`config.mk`:
```
export PLATFORM = sky130hd
export DESIGN_NAME = seg7_capture_flat
export DESIGN_NICKNAME = d
export VERILOG_FILES = /design/src/rtl/seg7_capture_if.sv /design/src/rtl/seg7_capture.sv /design/src/flat_wrapper.sv
export SDC_FILE = /design/constraint.sdc
export NUM_CORES = 1
export LEC_CHECK = 0
export ABC_AREA = 1
export BUFFER_PORTS_ARGS = -buffer_cell sky130_fd_sc_hd__buf_4
export CORE_MARGIN = 3
export CORE_UTILIZATION = 63
export DETAILED_ROUTE_END_ITERATION = 8
export PLACE_DENSITY = 0.84
export SYNTH_ARGS = -nofsm -noshare
export SYNTH_HDL_FRONTEND = slang
export SYNTH_SLANG_ARGS = --single-unit
```
`constraint.sdc`:
```
create_clock -name clk -period 4.5 [get_ports clk]
set_input_delay 0.225 -clock clk [delete_from_list [all_inputs] [get_ports clk]]
set_output_delay 0.225 -clock clk [all_outputs]
set_load 0.01 [all_outputs]
```
`src/rtl/seg7_capture_if.sv`:
```
// Display pins observed by seg7_capture (an_n/seg_n/dp_n) and the decoded frame it publishes.
// master drives the pins and consumes the frame; slave is the capture block.
interface seg7_capture_if;
  logic [3:0]  an_n;
  logic [6:0]  seg_n;
  logic        dp_n;
  logic [15:0] hex_out;
  logic [3:0]  dp_out;
  logic [3:0]  blank_out;
  logic [3:0]  err_out;
  logic        frame_valid;
  logic        pattern_err;

  modport master (
    output an_n, seg_n, dp_n,
    input  hex_out, dp_out, blank_out, err_out, frame_valid, pattern_err
  );

  modport slave (
    input  an_n, seg_n, dp_n,
    output hex_out, dp_out, blank_out, err_out, frame_valid, pattern_err
  );
endinterface

```
`src/rtl/seg7_capture.sv`:
```
// Recovers hex value, DP, blank and glyph validity per digit from a scanned 4-digit 7-seg display.
// A digit is captured after SETTLE_CYCLES identical samples; one atomic frame is published once all four are captured.
module seg7_capture #(
  parameter int unsigned SETTLE_CYCLES = 16,
  parameter int unsigned CNT_W         = 8
) (
  input  logic          clk,
  input  logic          rst_n,
  seg7_capture_if.slave bus
);
  typedef enum logic [1:0] {ST_IDLE, ST_SETTLE, ST_HOLD} state_t;

  localparam logic [CNT_W-1:0] CNT_PRE  = CNT_W'(SETTLE_CYCLES - 2);
  localparam logic [CNT_W-1:0] CNT_LAST = CNT_W'(SETTLE_CYCLES - 1);

  logic [3:0]       r_an_s1, r_an_s2;
  logic [6:0]       r_seg_s1, r_seg_s2;
  logic             r_dp_s1, r_dp_s2;
  logic [11:0]      r_s_prev;
  state_t           r_state;
  logic [CNT_W-1:0] r_cnt;
  logic [3:0]       r_mask;
  logic [15:0]      r_sh_hex;
  logic [3:0]       r_sh_dp, r_sh_blank, r_sh_err;
  logic [15:0]      r_hex_out;
  logic [3:0]       r_dp_out, r_blank_out, r_err_out;
  logic             r_frame_valid, r_pattern_err;

  logic [11:0]      w_s;
  logic             w_stable;
  logic [3:0]       w_an_lo;
  logic             w_onehot;
  logic [1:0]       w_idx;
  logic [6:0]       w_lit;
  logic [3:0]       w_nib;
  logic             w_legal, w_blank;
  state_t           w_state_nxt;
  logic [CNT_W-1:0] w_cnt_nxt;
  logic             w_capture;
  logic             w_frame_due;
  logic [3:0]       w_mask_nxt;

  assign w_s      = {r_an_s2, r_dp_s2, r_seg_s2};
  assign w_stable = (w_s == r_s_prev);
  assign w_an_lo  = ~r_an_s2;
  assign w_onehot = (w_an_lo != 4'd0) && ((w_an_lo & (w_an_lo - 4'd1)) == 4'd0);
  assign w_lit    = ~r_seg_s2;

  always_comb begin
    w_idx = 2'd0;
    case (w_an_lo)
      4'b0010: w_idx = 2'd1;
      4'b0100: w_idx = 2'd2;
      4'b1000: w_idx = 2'd3;
      default: w_idx = 2'd0;
    endcase
  end

  // Lit-segment pattern {g,f,e,d,c,b,a} to hex value; all-dark is blank, not an error.
  always_comb begin
    w_nib   = 4'h0;
    w_legal = 1'b1;
    w_blank = 1'b0;
    case (w_lit)
      7'h3F: w_nib = 4'h0;
      7'h06: w_nib = 4'h1;
      7'h5B: w_nib = 4'h2;
      7'h4F: w_nib = 4'h3;
      7'h66: w_nib = 4'h4;
      7'h6D: w_nib = 4'h5;
      7'h7D: w_nib = 4'h6;
      7'h07: w_nib = 4'h7;
      7'h7F: w_nib = 4'h8;
      7'h6F: w_nib = 4'h9;
      7'h77: w_nib = 4'hA;
      7'h7C: w_nib = 4'hB;
      7'h39: w_nib = 4'hC;
      7'h5E: w_nib = 4'hD;
      7'h79: w_nib = 4'hE;
      7'h71: w_nib = 4'hF;
      7'h00: w_blank = 1'b1;
      default: w_legal = 1'b0;
    endcase
  end

  // Capture fires on the edge that moves the counter to SETTLE_CYCLES-1, i.e. the SETTLE_CYCLES-th identical sample.
  always_comb begin
    w_state_nxt = r_state;
    w_cnt_nxt   = r_cnt;
    w_capture   = 1'b0;
    if (!w_onehot) begin
      w_state_nxt = ST_IDLE;
      w_cnt_nxt   = '0;
    end else begin
      case (r_state)
        ST_IDLE: begin
          w_state_nxt = ST_SETTLE;
          w_cnt_nxt   = '0;
        end
        ST_SETTLE: begin
          if (!w_stable) begin
            w_cnt_nxt = '0;
          end else if (r_cnt == CNT_PRE) begin
            w_cnt_nxt   = CNT_LAST;
            w_capture   = 1'b1;
            w_state_nxt = ST_HOLD;
          end else begin
            w_cnt_nxt = r_cnt + 1'b1;
          end
        end
        ST_HOLD: begin
          if (!w_stable) begin
            w_state_nxt = ST_SETTLE;
            w_cnt_nxt   = '0;
          end
        end
        default: begin
          w_state_nxt = ST_IDLE;
          w_cnt_nxt   = '0;
        end
      endcase
    end
  end

  // A capture in the publish cycle lands in the freshly cleared mask.
  assign w_frame_due = (r_mask == 4'hF);
  assign w_mask_nxt  = (w_frame_due ? 4'h0 : r_mask) | (w_capture ? (4'b0001 << w_idx) : 4'h0);

  always_ff @(posedge clk or negedge rst_n) begin
    if (!rst_n) begin
      r_an_s1  <= '0;
      r_an_s2  <= '0;
      r_seg_s1 <= '0;
      r_seg_s2 <= '0;
      r_dp_s1  <= 1'b0;
      r_dp_s2  <= 1'b0;
      r_s_prev <= '0;
      r_state  <= ST_IDLE;
      r_cnt    <= '0;
    end else begin
      r_an_s1  <= bus.an_n;
      r_an_s2  <= r_an_s1;
      r_seg_s1 <= bus.seg_n;
      r_seg_s2 <= r_seg_s1;
      r_dp_s1  <= bus.dp_n;
      r_dp_s2  <= r_dp_s1;
      r_s_prev <= w_s;
      r_state  <= w_state_nxt;
      r_cnt    <= w_cnt_nxt;
    end
  end

  always_ff @(posedge clk or negedge rst_n) begin
    if (!rst_n) begin
      r_mask        <= '0;
      r_sh_hex      <= '0;
      r_sh_dp       <= '0;
      r_sh_blank    <= '0;
      r_sh_err      <= '0;
      r_hex_out     <= '0;
      r_dp_out      <= '0;
      r_blank_out   <= '0;
      r_err_out     <= '0;
      r_frame_valid <= 1'b0;
      r_pattern_err <= 1'b0;
    end else begin
      r_mask        <= w_mask_nxt;
      r_frame_valid <= w_frame_due;
      r_pattern_err <= w_capture && !w_legal;
      if (w_frame_due) begin
        r_hex_out   <= r_sh_hex;
        r_dp_out    <= r_sh_dp;
        r_blank_out <= r_sh_blank;
        r_err_out   <= r_sh_err;
      end
      if (w_capture) begin
        r_sh_hex[{w_idx, 2'b00} +: 4] <= w_nib;
        r_sh_dp[w_idx]                <= ~r_dp_s2;
        r_sh_blank[w_idx]             <= w_blank;
        r_sh_err[w_idx]               <= ~w_legal;
      end
    end
  end

  assign bus.hex_out     = r_hex_out;
  assign bus.dp_out      = r_dp_out;
  assign bus.blank_out   = r_blank_out;
  assign bus.err_out     = r_err_out;
  assign bus.frame_valid = r_frame_valid;
  assign bus.pattern_err = r_pattern_err;
endmodule

```
`src/flat_wrapper.sv`:
```
// flat-port wrapper written by rule: the top's interface ports become plain ports
module seg7_capture_flat 
#(
  parameter int unsigned SETTLE_CYCLES = 16,
  parameter int unsigned CNT_W         = 8
)
  (clk, rst_n, bus_an_n, bus_seg_n, bus_dp_n, bus_hex_out, bus_dp_out, bus_blank_out, bus_err_out, bus_frame_valid, bus_pattern_err);
  seg7_capture_if bus_i ();
  input  logic clk;
  input  logic rst_n;
  input wire logic [$bits(bus_i.an_n)-1:0] bus_an_n;
  input wire logic [$bits(bus_i.seg_n)-1:0] bus_seg_n;
  input wire logic [$bits(bus_i.dp_n)-1:0] bus_dp_n;
  output wire logic [$bits(bus_i.hex_out)-1:0] bus_hex_out;
  output wire logic [$bits(bus_i.dp_out)-1:0] bus_dp_out;
  output wire logic [$bits(bus_i.blank_out)-1:0] bus_blank_out;
  output wire logic [$bits(bus_i.err_out)-1:0] bus_err_out;
  output wire logic [$bits(bus_i.frame_valid)-1:0] bus_frame_valid;
  output wire logic [$bits(bus_i.pattern_err)-1:0] bus_pattern_err;
  assign bus_i.an_n = bus_an_n;
  assign bus_i.seg_n = bus_seg_n;
  assign bus_i.dp_n = bus_dp_n;
  assign bus_hex_out = bus_i.hex_out;
  assign bus_dp_out = bus_i.dp_out;
  assign bus_blank_out = bus_i.blank_out;
  assign bus_err_out = bus_i.err_out;
  assign bus_frame_valid = bus_i.frame_valid;
  assign bus_pattern_err = bus_i.pattern_err;
  seg7_capture #(.SETTLE_CYCLES(SETTLE_CYCLES), .CNT_W(CNT_W)) u_core (.clk(clk), .rst_n(rst_n), .bus(bus_i));
endmodule
```
# == Yosys cells after proc, flatten, opt, wreduce, memory -nomap -nowiden ==
# Cells that the tools add are included.
# op_classes
add_sub_neg,3
n_lt_le_gt_ge,2
n_eq_ne,27
n_shift,3
n_mux,26
bitwise,6
n_reduce_logical,10
# op_table
op,count
$eq 7x7->1 const B,12
$pmux 4 s15,1
$mux 8,4
$reduce_or 17->1,1
$bwmux 16,1
$pmux 8 s2,1
$shift 4x6->16 const A,1
$shiftx 4x6->16,1
$eq 7x3->1 const B,2
$eq 7x6->1 const B,2
$bwmux 4,3
$eq 12x12->1,1
$pmux 2 s3,2
$add 8x1->8 const B,1
$eq 4x4->1 const B,2
$eq 8x4->1 const B,1
$mux 2,4
$mux 4,2
$logic_not 7->1,1
$mux 1,7
$not 7->7,1
$ne 3x3->1 const B,2
$neg 4->6,1
$and 4x4->4,1
other kinds (19),22
# word_totals
ff_bits,108
in_bits,14
output_inout_bits,30
word_cells,97

# == Longest topological paths before layout ==
# depth
ltp_word,8
depth_mapped,12
ltp_nobuf,12

# == Worst setup path before layout ==
# No wires, ideal clock.
# synth_path
path_type,register -> register
startpoint,reg u_core.r_an_s2[3]
endpoint,reg u_core.r_sh_hex[3]
setup_time_ps,76
arrival_time_ps,1679
required_time_ps,4424
setup_slack_ps,2745
stages_incl_launch_ff,8
n_path_buf,0
period_less_slack_ps,1755
cell_sequence,dfrtp_1 > nand2_1 > inv_1 > a31oi_1 > ha_1 > nor2_1 > o21ai_0 > o21ai_1
# synth_between
elab_chain_cells,6
elab_cells_between_ends,18
classes_between,add/sub (2); eq/ne (4); shift (2); mux (5); bitwise (2); reduce/logical (3)
# synth_rtl
item,line,source
"start, declared",seg7_capture.sv:16,"logic [3:0] r_an_s1, r_an_s2;"
"start signal, assigned",seg7_capture.sv:142,r_an_s2 <= r_an_s1;
$not 4->4,seg7_capture.sv:45,assign w_an_lo = ~r_an_s2;
"$eq 4x4->1, or another cell as far along",seg7_capture.sv:51,case (w_an_lo)
$pmux 2 s3 / $and 4x4->4 (equally long branches),"seg7_capture.sv:51, seg7_capture.sv:46",
$neg 4->6 / $logic_not 4->1 (equally long branches),"seg7_capture.sv:177, seg7_capture.sv:46",
"$shiftx 4x6->16, or another cell as far along",seg7_capture.sv:177,"r_sh_hex[{w_idx, 2'b00} +: 4] <= w_nib;"
$bwmux 16 / $mux 1 (equally long branches),"seg7_capture.sv:177, seg7_capture.sv:91",
"end signal, assigned by index",seg7_capture.sv:177,
"end, declared",seg7_capture.sv:23,logic [15:0] r_sh_hex;
# Several ways; a longest one is shown, not always the timed one.
# A chain may end at the register's enable or synchronous reset.

# == Final worst setup path ==
# layout_path
startpoint,reg u_core.r_dp_s2
endpoint,reg u_core.r_cnt[2]
# layout_between
elab_chain_cells,4
elab_cells_between_ends,5
classes_between,eq/ne (2); mux (3)
# layout_rtl
item,line,source
"start, declared",seg7_capture.sv:18,"logic r_dp_s1, r_dp_s2;"
"start signal, assigned",seg7_capture.sv:146,r_dp_s2 <= r_dp_s1;
$eq 12x12->1 *,seg7_capture.sv:44,assign w_stable = (w_s == r_s_prev);
$mux 8,seg7_capture.sv:101,if (!w_stable) begin
$pmux 8 s2,seg7_capture.sv:95,case (r_state)
$mux 8,seg7_capture.sv:91,if (!w_onehot) begin
"end signal, assigned",seg7_capture.sv:149,r_cnt <= w_cnt_nxt;
"end, declared",seg7_capture.sv:21,logic [CNT_W-1:0] r_cnt;
# Mark *: on every way between the ends. The rest lies on a longest branch, timed or not.

==> impl_metrics.prom <==
# TYPE chip_impl_metric gauge
chip_impl_metric{name="buffer_ports.inserted",unit=""} 43
chip_impl_metric{name="yosys_warnings",unit=""} 0
chip_impl_info{name="rsz_0062_raised_after_global_routing",value="false"} 1
chip_impl_metric{name="ir_drop",unit="V"} 0.000287
chip_impl_metric{name="starting_utilization_of_the_core_area",unit=""} 0.659
chip_impl_metric{name="fp.dieArea",unit="um^2"} 8240
chip_impl_metric{name="worstPathRequired",unit="ns"} 4.78
chip_impl_metric{name="clockBufferDepth",unit=""} 2
chip_impl_metric{name="gr-usage-all-layers",unit=""} 0.218
chip_impl_info{name="most_numerous_cell_in_the_yosys_netlist",value="nand2_1"} 1
chip_impl_metric{name="hold_violations",unit=""} 0
chip_impl_metric{name="number_of_standard_cell_rows_in_the_floorplan",unit=""} 30
chip_impl_metric{name="avgSynthCellArea",unit="um^2"} 9.82
chip_impl_metric{name="gp_congestion",unit=""} 0.856
chip_impl_metric{name="worst_ep_arrival_time",unit="ns"} 2.33
chip_impl_metric{name="min_period_over_period",unit=""} 0.457
chip_impl_metric{name="p_total",unit="W"} 0.00168
chip_impl_metric{name="area_growth",unit="%"} 17.0
chip_impl_metric{name="instances_no_fill",unit=""} 627
chip_impl_info{name="clk_root_buffer_cell",value="clkbuf_8"} 1
chip_impl_metric{name="drv.max_cap_violation_count",unit=""} 0
chip_impl_metric{name="insertedDiodeCount",unit=""} 0
chip_impl_metric{name="timing.clock.skew",unit="ns"} 0.0229
chip_impl_metric{name="detail_route.drc_violations",unit=""} 0
chip_impl_metric{name="clk_pin_slew_worst_paths",unit="ns"} 0.10
chip_impl_metric{name="setup_tns",unit="ns"} 0
chip_impl_info{name="element_type_at_the_critical_path_end",value="register"} 1
chip_impl_info{name="worst-setup-path-type",value="reg2reg"} 1
chip_impl_info{name="outcome",value="completed"} 1
chip_impl_metric{name="detail_route.wirelength",unit="um"} 8150
chip_impl_metric{name="global_route.overflow_total",unit=""} 0
chip_impl_metric{name="final-max-slew-violation-count",unit=""} 0
chip_impl_metric{name="core",unit="um^2"} 6870
chip_impl_metric{name="antenna_violating_nets_left",unit=""} 0
chip_impl_metric{name="ioPinCount",unit=""} 44
chip_impl_metric{name="report.final.setup_viol",unit=""} 0
chip_impl_metric{name="fp.dieW",unit="um"} 90.8
chip_impl_metric{name="finish.instance_area",unit="um^2"} 5300
chip_impl_metric{name="grt_antenna_before_repair",unit=""} 0
chip_impl_metric{name="clock_latency",unit="ns"} 0.37
chip_impl_metric{name="yosys.cell_types.count",unit=""} 31
chip_impl_metric{name="worst_slew_margin_rel",unit=""} 0.445
chip_impl_metric{name="grt_max_degree",unit=""} 71
chip_impl_info{name="timing.hold.worst.class",value="reg2reg"} 1
chip_impl_info{name="synth_largest_area_cell",value="dfrtp_1"} 1
chip_impl_metric{name="ctsHtreeMaxLevel",unit=""} 3
chip_impl_metric{name="grt_pass1_vias",unit=""} 3280
chip_impl_metric{name="timing.fmax",unit="MHz"} 486
chip_impl_metric{name="sequential_share_of_the_synthesized_area",unit=""} 0.597
chip_impl_metric{name="tritoncts_num_sinks",unit=""} 108
chip_impl_metric{name="async_reset_ff_frac",unit=""} 1.00
chip_impl_metric{name="post-route-util",unit=""} 0.771
chip_impl_metric{name="detailed_placement_wirelength_estimate",unit="um"} 5790
chip_impl_metric{name="yosysTopAreaCellShare",unit=""} 0.597
chip_impl_metric{name="placedCellCount",unit=""} 598
chip_impl_metric{name="wire_per_inst",unit="um"} 13.0
chip_impl_info{name="netlist_top_cells_area",value="dfrtp_1, nand2_1, mux2_2"} 1
chip_impl_info{name="timing.critical_path.from_type",value="register"} 1
chip_impl_metric{name="numCtsBuffers",unit=""} 9
chip_impl_metric{name="ys_seq_elements",unit=""} 108
chip_impl_metric{name="dr.first_iter.drc_count",unit=""} 153
chip_impl_info{name="synth.cells.most_frequent",value="nand2_1, dfrtp_1, inv_1"} 1
chip_impl_metric{name="p_leak",unit="nW"} 2.82
chip_impl_metric{name="routed-via-count",unit=""} 3175
chip_impl_metric{name="power_density",unit="nW/um^2"} 318
chip_impl_metric{name="placed_cell_area",unit="um^2"} 4970
chip_impl_metric{name="post_route_cells_drive_above_1_share",unit=""} 0.183
chip_impl_metric{name="syn_inst_count",unit=""} 461
chip_impl_metric{name="synth_nets",unit=""} 482
chip_impl_metric{name="floorplan.die.height",unit="um"} 90.8
chip_impl_info{name="cts_tree",value="built"} 1
chip_impl_metric{name="number_of_synthesized_flops_with_an_enable_pin",unit=""} 0
chip_impl_metric{name="nets",unit=""} 547
chip_impl_metric{name="grt_pass1_wl",unit="um"} 14600
chip_impl_metric{name="detail_route.first_pass.iterations",unit=""} 5
chip_impl_metric{name="route.detailed.vias_per_inst",unit=""} 5.06
chip_impl_info{name="synth_ff_type",value="dfrtp_1"} 1
chip_impl_metric{name="worst-path-max-fanout",unit=""} 11
chip_impl_metric{name="post-route-min-period",unit="ns"} 2.06
chip_impl_metric{name="post_synth_instance_area",unit="um^2"} 4530
chip_impl_metric{name="worst_slew_pin_slew",unit="ns"} 0.832
worst paths after layout:
kind / end / slack, ns / cells past startpoint / startpoint
max: u_core.r_cnt[2] / 2.44 / 7 / u_core.r_dp_s2
min: u_core.r_seg_s2[5] / 0.35 / 0 / u_core.r_seg_s1[5]
max reg2reg: u_core.r_cnt[2] / 2.44 / 7 / u_core.r_dp_s2
min reg2reg: u_core.r_seg_s2[5] / 0.35 / 0 / u_core.r_seg_s1[5]
max in group asynchronous: u_core.bus.hex_out[7] / 3.00 / 3 / rst_n
min in group asynchronous: u_core.bus.dp_out[3] / 0.49 / 2 / rst_n
per-stage QoR:
step / setup WS [ns] / hold slack, ns
2_1_floorplan: 2.74 / -0.0706
4_1_cts: 2.45 / 0.352
5_1_grt: 2.22 / 0.366
3_5_place_dp: 2.47 / 0.335
3_3_place_gp: 2.55 / 0.332
6_report: 2.44 / 0.352
placed cells by master, fill, tap and decap left out, types with 2 or more instances in the layout:
cell	n
inv_1	53
o21ai_1	10
nand2_1	125
mux2_2	22
ha_1	7
a21oi_1	6
o21ai_0	16
nor2_2	2
buf_4	45
nand2_4	3
clkbuf_8	10
mux2_1	3
nor2_4	3
nor2_1	40
xnor2_1	5
clkinvlp_4	2
nand4_1	3
dlygate4sd3_1	13
nor3_1	7
dfrtp_1	108
nand3_1	30
nand3b_1	3
where the power goes:
group / internal (W) / total, W / switching, W / leakage, nW
logic: 0.0000316 / 0.0000884 / 0.0000569 / 1.30
registers: 0.000987 / 0.00100 / 0.0000133 / 1.42
clock network: 0.000274 / 0.000595 / 0.000321 / 0.0959
final cells by class:
type | instances | area, um^2
clock buffer | 11 | 141
clock inverter | 5 | 58.8
inverter | 55 | 211
sequential | 108 | 2700
timing repair buffer | 58 | 468
tap | 96 | 120
multi-input combinational | 294 | 1600
fill | 482 | 1570
worst max-delay path, stage by stage, from the launching register on:
cell	delay [ns]
dfrtp_1	0.45
xnor2_1	0.22
nand2_1	0.12
nor2_1	0.33
nand4_1	0.41
inv_1	0.25
nand2_1	0.09
o211ai_1	0.10
timing repair:
item                                    in CTS  in global routing
resized for setup                            0                  0
hold buffers                                13                  0
endpoints found under the setup margin       0                  0
setup buffers                                0                  0
hold endpoints to repair                    51                  0
flip-flops by register name (all words and copies together) (netlist names):
signal / cells
u_core.bus.blank_out: 4
u_core.bus.dp_out: 4
u_core.bus.err_out: 4
u_core.bus.frame_valid: 1
u_core.bus.hex_out: 16
u_core.bus.pattern_err: 1
u_core.r_an_s1: 4
u_core.r_an_s2: 4
u_core.r_cnt: 8
u_core.r_dp_s1: 1
u_core.r_dp_s2: 1
u_core.r_mask: 4
u_core.r_s_prev: 12
u_core.r_seg_s1: 7
u_core.r_seg_s2: 7
u_core.r_sh_blank: 4
u_core.r_sh_dp: 4
u_core.r_sh_err: 4
u_core.r_sh_hex: 16
u_core.r_state: 2
kinds of logic (layout without fill, tap and decap cells):
family | after synthesis | after routing | synth area share
AOI/OAI and AO/OA | 35 | 35 | 0.0403
adders and majority gates | 7 | 7 | 0.0193
and+or+nand+nor | 221 | 221 | 0.219
xor gates and xnor gates | 6 | 6 | 0.0116
DFF | 108 | 108 | 0.597
buffers and inverters | 59 | 129 | 0.0508
muxes | 25 | 25 | 0.0622
layer usage:
| layer | global-route usage | share of wire | vias up |
|---|---|---|---|
| met3 | 0.0317 | 0.038 | 12 |
| li1 | - | - | 1590 |
| met4 | 0.0691 | 0.015 | 0 |
| met2 | 0.377 | 0.50 | 69 |
| met1 | 0.287 | 0.45 | 1504 |
| met5 | 0 | 0 | - |
(Power assumes the default switching activity.)
